## config.mk

```make
export PLATFORM = sky130hd
export DESIGN_NAME = instr_fetch
export DESIGN_NICKNAME = d
export VERILOG_FILES = /design/src/rtl/instr_fetch_pkg.sv /design/src/rtl/fetch_timeout_ctr.sv /design/src/rtl/instr_fetch.sv
export SDC_FILE = /design/constraint.sdc
export NUM_CORES = 1
export LEC_CHECK = 0
export ABC_AREA = 1
export CAP_MARGIN = 20
export CORE_ASPECT_RATIO = 1.1
export CORE_UTILIZATION = 41
export CTS_BUF_LIST = sky130_fd_sc_hd__clkbuf_4
export DETAILED_ROUTE_END_ITERATION = 8
export PLACE_DENSITY = 0.9
export RECOVER_POWER = 100
export SYNTH_ARGS = -nofsm -noshare
export SYNTH_HDL_FRONTEND = slang
export SYNTH_SLANG_ARGS = --single-unit
```

## constraint.sdc

```tcl
create_clock -name clk -period 1.7 [get_ports clk]
set_input_delay 0.17 -clock clk [delete_from_list [all_inputs] [get_ports clk]]
set_output_delay 0.17 -clock clk [all_outputs]
set_load 0.01 [all_outputs]
```

## src/rtl/instr_fetch_pkg.sv

```systemverilog
// Shared definitions for the instruction-fetch stage: FSM state encoding,
// fetch fault cause codes, the canonical NOP and the timeout counter width.
package instr_fetch_pkg;

    // Fetch FSM states
    typedef enum logic [2:0] {
        FETCH_IDLE  = 3'd0,
        FETCH_REQ   = 3'd1,
        FETCH_WAIT  = 3'd2,
        FETCH_HOLD  = 3'd3,
        FETCH_DRAIN = 3'd4
    } fetch_state_e;

    // Fault cause codes reported on fault_cause
    typedef enum logic [1:0] {
        FETCH_MISALIGN = 2'd0,
        FETCH_BUSERR   = 2'd1,
        FETCH_TIMEOUT  = 2'd2
    } fetch_cause_e;

    // addi x0, x0, 0 -- presented in place of an instruction on faults
    localparam logic [31:0] NOP_ENCODING = 32'h00000013;

    // Width of the response timeout counter; it saturates rather than wraps
    localparam int TIMEOUT_CTR_W = 16;

    // A fetch PC must be word aligned; only the two low bits matter
    function automatic logic pc_misaligned(input logic [1:0] low_bits);
        return (low_bits != 2'b00);
    endfunction

endpackage

```

## src/rtl/fetch_timeout_ctr.sv

```systemverilog
// Response timeout counter for the fetch stage. Cleared when a request is
// granted, counts every enabled cycle and saturates at all-ones. 'expired'
// goes high during the TIMEOUT-th enabled cycle since the clear, so the
// FSM can leave WAIT after exactly TIMEOUT cycles without a response.
module fetch_timeout_ctr
    import instr_fetch_pkg::*;
#(
    parameter int TIMEOUT = 255
) (
    input  logic clk,
    input  logic rstn,
    input  logic clear,
    input  logic enable,
    output logic expired
);

    localparam logic [TIMEOUT_CTR_W-1:0] LIMIT = TIMEOUT_CTR_W'(TIMEOUT - 1);

    logic [TIMEOUT_CTR_W-1:0] count;

    // Count enabled cycles since the last clear, holding at the top value
    always_ff @(posedge clk or negedge rstn) begin
        if (!rstn) begin
            count <= '0;
        end else if (clear) begin
            count <= '0;
        end else if (enable && (count != '1)) begin
            count <= count + 1'b1;
        end
    end

    assign expired = (count >= LIMIT);

endmodule

```

## src/rtl/instr_fetch.sv

```systemverilog
// Instruction-fetch stage. Latches the PC, performs a single read on the
// instruction-memory request/response channel and presents the result to
// decode with a valid/ready handshake. Misaligned PCs, bus errors and
// response timeouts become fault records carrying a NOP instead of data.
// pc_step tells the PC register to advance when an instruction retires.
module instr_fetch
    import instr_fetch_pkg::*;
#(
    parameter int          TIMEOUT   = 255,
    parameter logic [31:0] NOP_INSTR = NOP_ENCODING
) (
    input  logic        clk,
    input  logic        rstn,
    input  logic [31:0] pc,
    input  logic        flush,
    output logic        imem_req,
    output logic [31:0] imem_addr,
    input  logic        imem_gnt,
    input  logic        imem_rvalid,
    input  logic [31:0] imem_rdata,
    input  logic        imem_err,
    output logic        instr_valid,
    input  logic        instr_ready,
    output logic [31:0] instr,
    output logic [31:0] fetch_pc,
    output logic        fault,
    output logic [1:0]  fault_cause,
    output logic        pc_step
);

    fetch_state_e state;
    fetch_state_e state_next;

    logic drain_pending;
    logic tmo_clear;
    logic tmo_enable;
    logic tmo_expired;
    logic launch;

    fetch_timeout_ctr #(
        .TIMEOUT (TIMEOUT)
    ) u_timeout_ctr (
        .clk     (clk),
        .rstn    (rstn),
        .clear   (tmo_clear),
        .enable  (tmo_enable),
        .expired (tmo_expired)
    );

    // State register
    always_ff @(posedge clk or negedge rstn) begin
        if (!rstn) begin
            state <= FETCH_IDLE;
        end else begin
            state <= state_next;
        end
    end

    // Next-state logic; flush is checked first in every state it affects
    always_comb begin
        state_next = state;
        case (state)
            FETCH_IDLE: begin
                state_next = pc_misaligned(pc[1:0]) ? FETCH_HOLD : FETCH_REQ;
            end
            FETCH_REQ: begin
                if (flush) begin
                    // A granted request still owes us a response, so drain it
                    state_next = imem_gnt ? FETCH_DRAIN : FETCH_IDLE;
                end else if (imem_gnt) begin
                    state_next = FETCH_WAIT;
                end
            end
            FETCH_WAIT: begin
                if (flush) begin
                    // If the response lands with the flush it is already consumed
                    state_next = imem_rvalid ? FETCH_IDLE : FETCH_DRAIN;
                end else if (imem_rvalid || tmo_expired) begin
                    state_next = FETCH_HOLD;
                end
            end
            FETCH_HOLD: begin
                // A timed-out request may still answer late; keep draining it
                // even on flush so it is never mistaken for the next response
                if (flush || instr_ready) begin
                    state_next = drain_pending ? FETCH_DRAIN : FETCH_IDLE;
                end
            end
            FETCH_DRAIN: begin
                if (imem_rvalid) begin
                    state_next = pc_misaligned(pc[1:0]) ? FETCH_HOLD : FETCH_REQ;
                end
            end
            default: begin
                state_next = FETCH_IDLE;
            end
        endcase
    end

    // Outputs and control strobes decoded from the current state
    always_comb begin
        imem_req    = (state == FETCH_REQ);
        instr_valid = (state == FETCH_HOLD);
        pc_step     = (state == FETCH_HOLD) && instr_ready && !flush;
        tmo_clear   = (state == FETCH_REQ) && imem_gnt;
        tmo_enable  = (state == FETCH_WAIT);
        launch      = (state == FETCH_IDLE) || ((state == FETCH_DRAIN) && imem_rvalid);
    end

    assign imem_addr = fetch_pc;

    // Fetch record: PC sampled on launch, instruction and fault on completion
    always_ff @(posedge clk or negedge rstn) begin
        if (!rstn) begin
            fetch_pc    <= '0;
            instr       <= NOP_INSTR;
            fault       <= 1'b0;
            fault_cause <= 2'd0;
        end else if (launch) begin
            fetch_pc <= pc;
            if (pc_misaligned(pc[1:0])) begin
                instr       <= NOP_INSTR;
                fault       <= 1'b1;
                fault_cause <= FETCH_MISALIGN;
            end else begin
                fault       <= 1'b0;
                fault_cause <= 2'd0;
            end
        end else if ((state == FETCH_WAIT) && !flush) begin
            if (imem_rvalid) begin
                if (imem_err) begin
                    instr       <= NOP_INSTR;
                    fault       <= 1'b1;
                    fault_cause <= FETCH_BUSERR;
                end else begin
                    instr       <= imem_rdata;
                    fault       <= 1'b0;
                    fault_cause <= 2'd0;
                end
            end else if (tmo_expired) begin
                instr       <= NOP_INSTR;
                fault       <= 1'b1;
                fault_cause <= FETCH_TIMEOUT;
            end
        end
    end

    // Remember that a timed-out request still has a response in flight
    always_ff @(posedge clk or negedge rstn) begin
        if (!rstn) begin
            drain_pending <= 1'b0;
        end else if ((state == FETCH_WAIT) && !flush && !imem_rvalid && tmo_expired) begin
            drain_pending <= 1'b1;
        end else if ((state == FETCH_DRAIN) && imem_rvalid) begin
            drain_pending <= 1'b0;
        end
    end

endmodule

```

==> results.tsv, run 1 <==
stage	metric	value	unit
synthesis	proportion of register bits with asynchronous set or reset after synthesis	100	%
timing	Final Hold Violating Endpoints	0	
clock_network	CTS tree	built	
routing	final wirelength	11900	um
clock_network	CTS clock-pin slew for the worst setup and hold paths	0.15	ns
grt	total overflow reported by the global router	0	
place	final weighted congestion of routability-driven global placement	0.863	
min_path	worst hold path type	input port to register	
timing	fin crit period	1.64	ns
synthesis	post-synthesis cell area	0.00439	mm^2
cells_and_area	Ant. Diodes	0	
routing	DRT met1 WL	4780	um
synthesis	number of warnings printed during yosys synthesis	0	
floorplan	initial standard-cell utilization of the core	42.2	%
clock_network	clock latency on the worst-skew pair	0.44	ns
critical_path	cells along the critical path	dlygate4sd3_1	
power	power per cell area	1600	mW/mm^2
cells_and_area	fin nets	753	
place	IO Port Bufs	172	
routing	number of optimization iterations in the first detailed-route pass	5	
grt	Tot GR Track Use	22.3	%
place	HPWL after detailed placement	8800	um
floorplan	die extent in x	101	um
timing	setup TNS	0	ns
routing	WL met3	941	um
routing	detailed-route via count	4073	
synthesis	count of unique library cells instantiated by Yosys	26	
grt	number of global-route vias before repair	4098	
routing	mean routed wirelength per cell	14.3	um
flow_run	max capacitance violation total	0	
critical_path	data arrival time of the critical path	1.47	ns
critical_path	longest individual stage delay on the worst path	0.61	ns
floorplan	number of placed I/O pins	173	
synthesis	synthesized instance count	493	
clock_network	count of H-tree levels built during CTS	3	
critical_path	crit-path max FO	2	
routing	number of remaining DRC errors	0	
grt	pin count of the biggest net entering global routing	40	
timing	Fmax achieved	609	MHz
routing	post-route ant nets	0	
routing	violation count after the first detailed-route iteration	236	
floorplan	number of rows created at floorplan	39	
synthesis	post-synthesis area per instance	8.90	um^2
grt	global-route wire length before repair	19600	um
timing	Worst Tran Pin Value	1.01	ns
clock_network	master cell of the clock root buffer	clkbuf_4	
synthesis	EDFF count, synth	0	
routing	met2 routed WL	5910	um
status	status	completed	
cells_and_area	share of layout cells above drive strength 1	18.5	%
cells_and_area	commonest non-fill, non-tap cells in the layout	174 x nand2_1, 107 x clkdlybuf4s50_1, 82 x dfrtp_1	
clock_network	Longest Clk Path Bufs	2	
floorplan	core area	0.0104	mm^2
synthesis	portion of the post-synthesis area used by sequential elements	49.7	%
critical_path	type of origin of the critical path	register	
timing	Slew Viols, Final	0	
critical_path	Slowest-stage cell, CP	dlygate4sd3_1	
synthesis	most common flop cell mapped by yosys	dfrtp_1	
timing	worst setup skew after layout	0.0175	ns
floorplan	area enclosed by the die boundary	0.0111	mm^2
power	maximum VDD drop	0.783	mV
routing	per-cell via count in the routed design	4.92	
critical_path	crit path buf inv count	1	
power	Static Leakage	3.14	nW
clock_network	cts bufs inserted	9	
timing	Final Cycle Share	96.6	%
clock_network	Sinks on Clock Net	87	
timing	unrepaired setup endpoints after global routing	true	
critical_path	category of the worst setup path capture point	primary output	
routing	uppermost layer routed	met4	
critical_path	critical setup path kind	register to primary output	
critical_path	worst endpoint required time	1.53	ns
cells_and_area	most common cell after layout, fill and taps aside	nand2_1	
power	total power draw	10.6	mW
synthesis	count of state elements after synthesis	87	
floorplan	chip height	111	um
critical_path	crit-path leading delay family	buffers and inverters	
synthesis	Mapped Nets	566	
timing	Slew headroom	32.9	%
timing	final number of setup-violating endpoints	0	
cells_and_area	layout overhead on the synthesized area	51.0	%
grt	initial antenna violation count	0	
[flip-flops by register name, summed over array words and instances, names as in the netlist]
register             flops
fetch_pc                32
instr                   32
u_timeout_ctr.count     16
state                    3
fault_cause              2
drain_pending            1
fault                    1
[cell type report]
| type | count | area, um^2 |
|---|---|---|
| Fill cell | 823 | 3770 |
| Timing Repair Buffer | 226 | 2200 |
| Multi-Input combinational cell | 335 | 1850 |
| Sequential cell | 87 | 2180 |
| Inverter | 21 | 78.8 |
| Clock inverter | 7 | 72.6 |
| Clock buffer | 9 | 67.6 |
| Tap cell | 143 | 179 |
[where the power goes]
part	switching, mW	total, mW	internal, mW
Clock	0.734	1.18	0.450
Combinational	2.76	6.01	3.25
Sequential	0.538	3.44	2.90
[path summary, 6_finish.rpt]
| path | start | to | slack (ns) | depth (start not counted) |
|---|---|---|---|---|
| worst max-delay path | instr[16]$_DFFE_PN0P_ | instr[16] | 0.06 | 1 |
| worst min-delay path | imem_rdata[25] | instr[25]$_DFFE_PN0P_ | 0.33 | 4 |
| worst max register to register | u_timeout_ctr.count[0]$_DFFE_PN0P_ | instr[31]$_DFFE_PN0P_ | 0.06 | 11 |
| worst min register to register | instr[4]$_DFFE_PN1P_ | instr[4]$_DFFE_PN1P_ | 0.47 | 2 |
| max in group asynchronous | rstn | fault$_DFFE_PN0P_ | 0.36 | 3 |
| min in group asynchronous | rstn | instr[12]$_DFFE_PN0P_ | 0.43 | 2 |
[routing by layer]
metal	track usage (%)	up-vias
li1	-	1943
met1	26.9	1913
met2	38.7	196
met3	4.87	21
met4	7.73	0
met5	0	-
[repair_timing]
action | 4_1_cts | 5_1_grt
hold endpoints to repair | 33 | 0
gates cloned | 1 | 1
resized for setup | 16 | 18
pin swaps | 2 | 1
buffers inserted | 0 | 2
hold buffers | 1 | 0
setup endpoints to repair | 55 | 51
[Yosys cell counts, types with 5 or more instances]
master	instances	area share, %
nand2_1	175	15
buf_2	13	1.5
nand4_1	13	1.9
buf_4	35	6.0
inv_1	19	1.6
xor2_1	6	1.2
o21ai_0	5	0.57
nor2_1	30	2.6
mux2_2	32	8.2
nand3_1	29	3.3
dfrtp_1	84	48
nand3b_1	29	5.0
[per-stage QoR]
step	setup slack [ns]	util [%]	instances	instance area [um^2]	hold WS [ns]
final	0.0585	63.8	828	6630	0.331
after CTS	0.00546	63.2	825	6560	0.240
after detailed placement	-0.341	61.2	807	6360	0.185
after global placement	-0.220	61.2	807	6360	0.178
after floorplan	0.0778	-	493	4390	-0.126
after global routing	-0.00393	63.8	828	6630	0.305
[logic make-up after synthesis]
kind of cell | Yosys count | share of synthesized area (%)
DFF | 87 | 49.7
muxes | 32 | 8.21
AOI/OAI and AO/OA | 10 | 1.68
and+or+nand+nor | 285 | 29.2
adders and majority gates | 2 | 0.570
buffers and inverters | 71 | 9.44
xor gates and xnor gates | 6 | 1.20
Power figures use the tool's default switching activity.
==> inputs of run 2 (changes only) <==
- SYNTH_HIERARCHICAL: default -> 1
==> run 2 against run 1 <==
The run now ends with negative setup slack left. Wire length is 6.8% higher. Total power up 5.8%. Register-to-register slack worse by 0.06 ns. Via count is 8.3% higher. Die area is 1.5% higher. First-iteration DRC count is 3.4% higher. Clock power decreased by 13%. Worst setup slack got worse by 0.061 ns. Cell area up 0.76%. Largest cell class unchanged. Largest power group unchanged.
==> results.tsv, run 2 <==
stage	metric	value	unit	change
status	status	complete, but fails checks		was completed
status	violations in the final reports	negative setup slack		
synthesis	synthesized instance count	561		was 493
power	internal power summed over all cells	6.57	mW	was 6.60 mW
critical_path	crit-path leading delay family	simple AND/OR/NAND/NOR gates		was buffers and inverters
synthesis	proportion of register bits with asynchronous set or reset after synthesis	100	%	unchanged
place	Placed Instances	866		was 807
critical_path	category of the worst setup path capture point	register		was primary output
grt	initial antenna violation count	0		unchanged
routing	final wirelength	12700	um	was 11,900 um
synthesis	cell type with the highest aggregate area in the netlist	dfrtp_1		unchanged
grt	total overflow reported by the global router	0		unchanged
timing	worst setup margin	-0.00279	ns	was 0.0585 ns
floorplan	core area	0.0105	mm^2	was 0.0104 mm^2
place	final weighted congestion of routability-driven global placement	0.887		was 0.863
critical_path	type of origin of the critical path	register		unchanged
power	clock power share	9.2	%	was 11.1%
grt	pin count of the biggest net entering global routing	41		was 40
critical_path	worst endpoint required time	2.06	ns	was 1.53 ns
routing	mean routed wirelength per cell	14.2	um	was 14.3 um
timing	final number of setup-violating endpoints	1		was 0
cells_and_area	layout overhead on the synthesized area	49.9	%	was 51.0%
timing	unrepaired setup endpoints after global routing	true		unchanged
synthesis	EDFF count, synth	0		unchanged
power	power per cell area	1680	mW/mm^2	was 1600 mW/mm^2
cells_and_area	final cell count without fillers	895		was 828
floorplan	area enclosed by the die boundary	0.0113	mm^2	was 0.0111 mm^2
power	Comb pwr share	59.0	%	was 56.5%
synthesis	portion of the post-synthesis area used by sequential elements	49.0	%	was 49.7%
place	HPWL after detailed placement	9390	um	was 8800 um
min_path	worst hold path type	input port to register		unchanged
power	net switching power	4.67	mW	was 4.03 mW
synthesis	Mapped Nets	634		was 566
synthesis	proportion of netlist area held by the largest area contributor	47.2	%	was 47.9%
critical_path	data arrival time of the critical path	2.06	ns	was 1.47 ns
synthesis	ranking of synthesized cells by instance count	269 x nand2_1, 84 x dfrtp_1, 35 x buf_4		was 175 x nand2_1, 84 x dfrtp_1, 35 x buf_4
power	Seq pwr share	31.8	%	was 32.3%
grt	Tot GR Track Use	22.9	%	was 22.3%
clock_network	CTS clock-pin slew for the worst setup and hold paths	0.14	ns	was 0.15 ns
synthesis	count of state elements after synthesis	87		unchanged
routing	number of remaining DRC errors	0		unchanged
grt	number of global-route vias before repair	4350		was 4,098
clock_network	count of H-tree levels built during CTS	3		unchanged
power	maximum VDD drop	0.777	mV	was 0.783 mV
timing	Final Cycle Share	100	%	was 96.6%
floorplan	number of placed I/O pins	173		unchanged
synthesis	post-synthesis cell area	0.00445	mm^2	was 0.00439 mm^2
cells_and_area	largest registers	fetch_pc (32), instr (32), u_timeout_ctr/count (16)		was fetch_pc (32), instr (32), u_timeout_ctr.count (16)
synthesis	most common flop cell mapped by yosys	dfrtp_1		unchanged
power	Static Leakage	3.24	nW	was 3.14 nW
critical_path	capture instance of the worst register-to-register path	instr[5]$_DFFE_PN0P_		was instr[31]$_DFFE_PN0P_
synthesis	number of warnings printed during yosys synthesis	6		was 0
min_path	worst hold path cell count	3		was 4
critical_path	Slowest-stage cell, CP	dfrtp_1		was dlygate4sd3_1
floorplan	initial standard-cell utilization of the core	42.5	%	was 42.2%
cells_and_area	post-route standard cell area excluding fillers	0.00668	mm^2	was 0.00663 mm^2
routing	post-route ant nets	0		unchanged
critical_path	longest individual stage delay on the worst path	0.39	ns	was 0.61 ns
place	cell area after placement	0.00638	mm^2	was 0.00636 mm^2
timing	Worst Tran Pin Value	0.953	ns	was 1.01 ns
clock_network	clock latency on the worst-skew pair	0.46	ns	was 0.44 ns
critical_path	crit-path max FO	33		was 2
routing	per-cell via count in the routed design	4.93		was 4.92
min_path	Hold Path End	fetch_pc[29]$_DFFE_PN0N_		was instr[25]$_DFFE_PN0P_
critical_path	setup slack on the worst flop-to-flop path	-0.003	ns	was 0.06 ns
clock_network	Longest Clk Path Bufs	2		unchanged
critical_path	worst flop-to-flop path startpoint	u_timeout_ctr/count[0]$_DFFE_PN0P_		was u_timeout_ctr.count[0]$_DFFE_PN0P_
floorplan	chip height	111	um	about the same
grt	global-route wire length before repair	20200	um	was 19,600 um
timing	Fmax achieved	587	MHz	was 609 MHz
clock_network	CTS tree	built		unchanged
timing	worst setup skew after layout	0.0159	ns	was 0.0175 ns
routing	detailed-route via count	4410		was 4,073
critical_path	critical setup path kind	register to register		was register to primary output
floorplan	die extent in x	101	um	about the same
timing	fin crit period	1.70	ns	was 1.64 ns
synthesis	largest cells by area after synthesis	dfrtp_1 47%, nand2_1 23%, buf_4 5.9%		was dfrtp_1 48%, nand2_1 15%, mux2_2 8.2%
clock_network	Sinks on Clock Net	87		unchanged
critical_path	depth of the most critical reg-to-reg path	9		was 11
synthesis	count of unique library cells instantiated by Yosys	30		was 26
flow_run	max capacitance violation total	0		unchanged
timing	Slew Viols, Final	0		unchanged
timing	Slew headroom	36.5	%	was 32.9%
min_path	min-delay src	pc[29]		was imem_rdata[25]
place	IO Port Bufs	172		unchanged
routing	number of optimization iterations in the first detailed-route pass	5		unchanged
timing	Final Hold Violating Endpoints	0		unchanged
critical_path	crit path buf inv count	2		was 1
cells_and_area	most common cell after layout, fill and taps aside	nand2_1		unchanged
critical_path	cells along the critical path	inv_2 > ha_4 > o2111ai_4 > nand3_2 > nor2_4 > nand2_2 > buf_12 > nand3b_1 > nand2_1		was dlygate4sd3_1
routing	violation count after the first detailed-route iteration	244		was 236
power	switching part of the total power	41.5	%	was 37.9%
cells_and_area	commonest non-fill, non-tap cells in the layout	268 x nand2_1, 165 x clkdlybuf4s50_1, 81 x dfrtp_1		was 174 x nand2_1, 107 x clkdlybuf4s50_1, 82 x dfrtp_1
clock_network	cts bufs inserted	9		unchanged
cells_and_area	fin nets	819		was 753
synthesis	post-synthesis area per instance	7.94	um^2	was 8.90 um^2
synthesis	most frequently used cell type in the post-synthesis netlist	nand2_1		unchanged
floorplan	number of rows created at floorplan	39		unchanged
cells_and_area	share of layout cells above drive strength 1	15.3	%	was 18.5%
clock_network	master cell of the clock root buffer	clkbuf_4		unchanged
-- run 2: cell types whose count changed in the layout (fill, tap and decap cells not counted), moves of 7 or more --
| cell | change |
|---|---|
| nand2_1 | +94 |
| clkdlybuf4s50_1 | +58 |
| dlygate4sd3_1 | -58 |
| mux2_2 | -32 |
| nand3_1 | -10 |
| buf_4 | +7 |
| nor2_1 | -7 |
-- run 2: kinds of logic (layout without fill, tap and decap cells) --
logic type | count (synthesis) | after routing | synth area share, %
flip-flops | 87 | 87 | 49.0
AND/OR/NAND/NOR | 376 | 376 | 37.3
other | 0 | 1 | 0
adder cells (fa/ha/maj) | 2 | 2 | 0.562
XOR/XNOR | 5 | 5 | 0.983
AO/OA/AOI/OAI | 15 | 15 | 2.25
buffers and inverters | 76 | 266 | 9.94
-- run 2: worst max path at each step --
stage / from / end / slack [ns] / cells after the start
after floorplan: u_timeout_ctr/count[0]$_DFFE_PN0P_ / instr[15]$_DFFE_PN0P_ / 0.08 / 9
after global placement: u_timeout_ctr/count[11]$_DFFE_PN0P_ / instr[3]$_DFFE_PN0P_ / -0.05 / 8
after detailed placement: u_timeout_ctr/count[0]$_DFFE_PN0P_ / instr[7]$_DFFE_PN0P_ / -0.13 / 10
after CTS: state[0]$_DFFE_PN0P_ / pc_step / 0.01 / 5
after global routing: u_timeout_ctr/count[0]$_DFFE_PN0P_ / instr[3]$_DFFE_PN0P_ / -0.11 / 10
final: u_timeout_ctr/count[0]$_DFFE_PN0P_ / instr[5]$_DFFE_PN0P_ / -0.003 / 9
-- run 2: power groups by stage --
stage / sequential (mW) / clock (mW) / combinational [mW]
after global placement: 3.57 / 0 / 6.01
after floorplan: 3.86 / 0 / 2.95
after detailed placement: 3.61 / 0 / 6.23
after CTS: 3.57 / 1.07 / 6.45
after global routing: 3.67 / 1.17 / 7.21
final: 3.58 / 1.03 / 6.63
-- run 2: routing by layer --
| metal | GRT usage (%) | share of wire, % | vias to the layer above |
|---|---|---|---|
| met2 | 41.5 | 53 | 187 |
| met5 | 0 | 0 | - |
| met4 | 11.8 | 3.1 | 0 |
| met3 | 3.40 | 6.5 | 34 |
| li1 | - | - | 2105 |
| met1 | 25.6 | 38 | 2084 |
-- run 2: final cells by class --
cell class                      instances  area [um^2]
Antenna cell                            1         2.50
Fill cell                             821         3810
Inverter                               21         78.8
Tap cell                              143          179
Multi-Input combinational cell        398         1920
Timing Repair Buffer                  229         2200
Clock inverter                          7         47.5
Clock buffer                            9         67.6
Sequential cell                        87         2180
-- run 2: per-stage QoR --
| stage | hold WS, ns | setup WS (ns) | setup TNS, ns | total power [mW] | util, % |
|---|---|---|---|---|---|
| after floorplan | -0.126 | 0.0768 | 0 | 6.81 | - |
| after global placement | 0.167 | -0.0499 | -1.30 | 9.58 | 60.8 |
| after detailed placement | 0.183 | -0.126 | -3.60 | 9.84 | 60.8 |
| after CTS | 0.219 | 0.0128 | 0 | 11.1 | 63.0 |
| after global routing | 0.227 | -0.110 | -3.22 | 12.1 | 63.6 |
| final | 0.235 | -0.00279 | -0.00279 | 11.2 | 63.6 |
-- run 2: timing repair --
item                                    in CTS  in global routing
gates cloned                                 0                  1
gates resized for setup                     24                 13
endpoints found under the setup margin      49                 56
hold buffers                                 1                  0
hold endpoints to repair                    34                  0
setup buffers                                6                  4
pin swaps                                    3                  3
-- run 2: worst register-to-register path: cells and delay by family, from the launching register on --
family | cells | cell delay (ns)
AND/OR/NAND/NOR | 5 | 0.57
flip-flops | 1 | 0.39
buffers and inverters | 2 | 0.26
AO/OA/AOI/OAI | 1 | 0.23
adder cells (fa/ha/maj) | 1 | 0.16
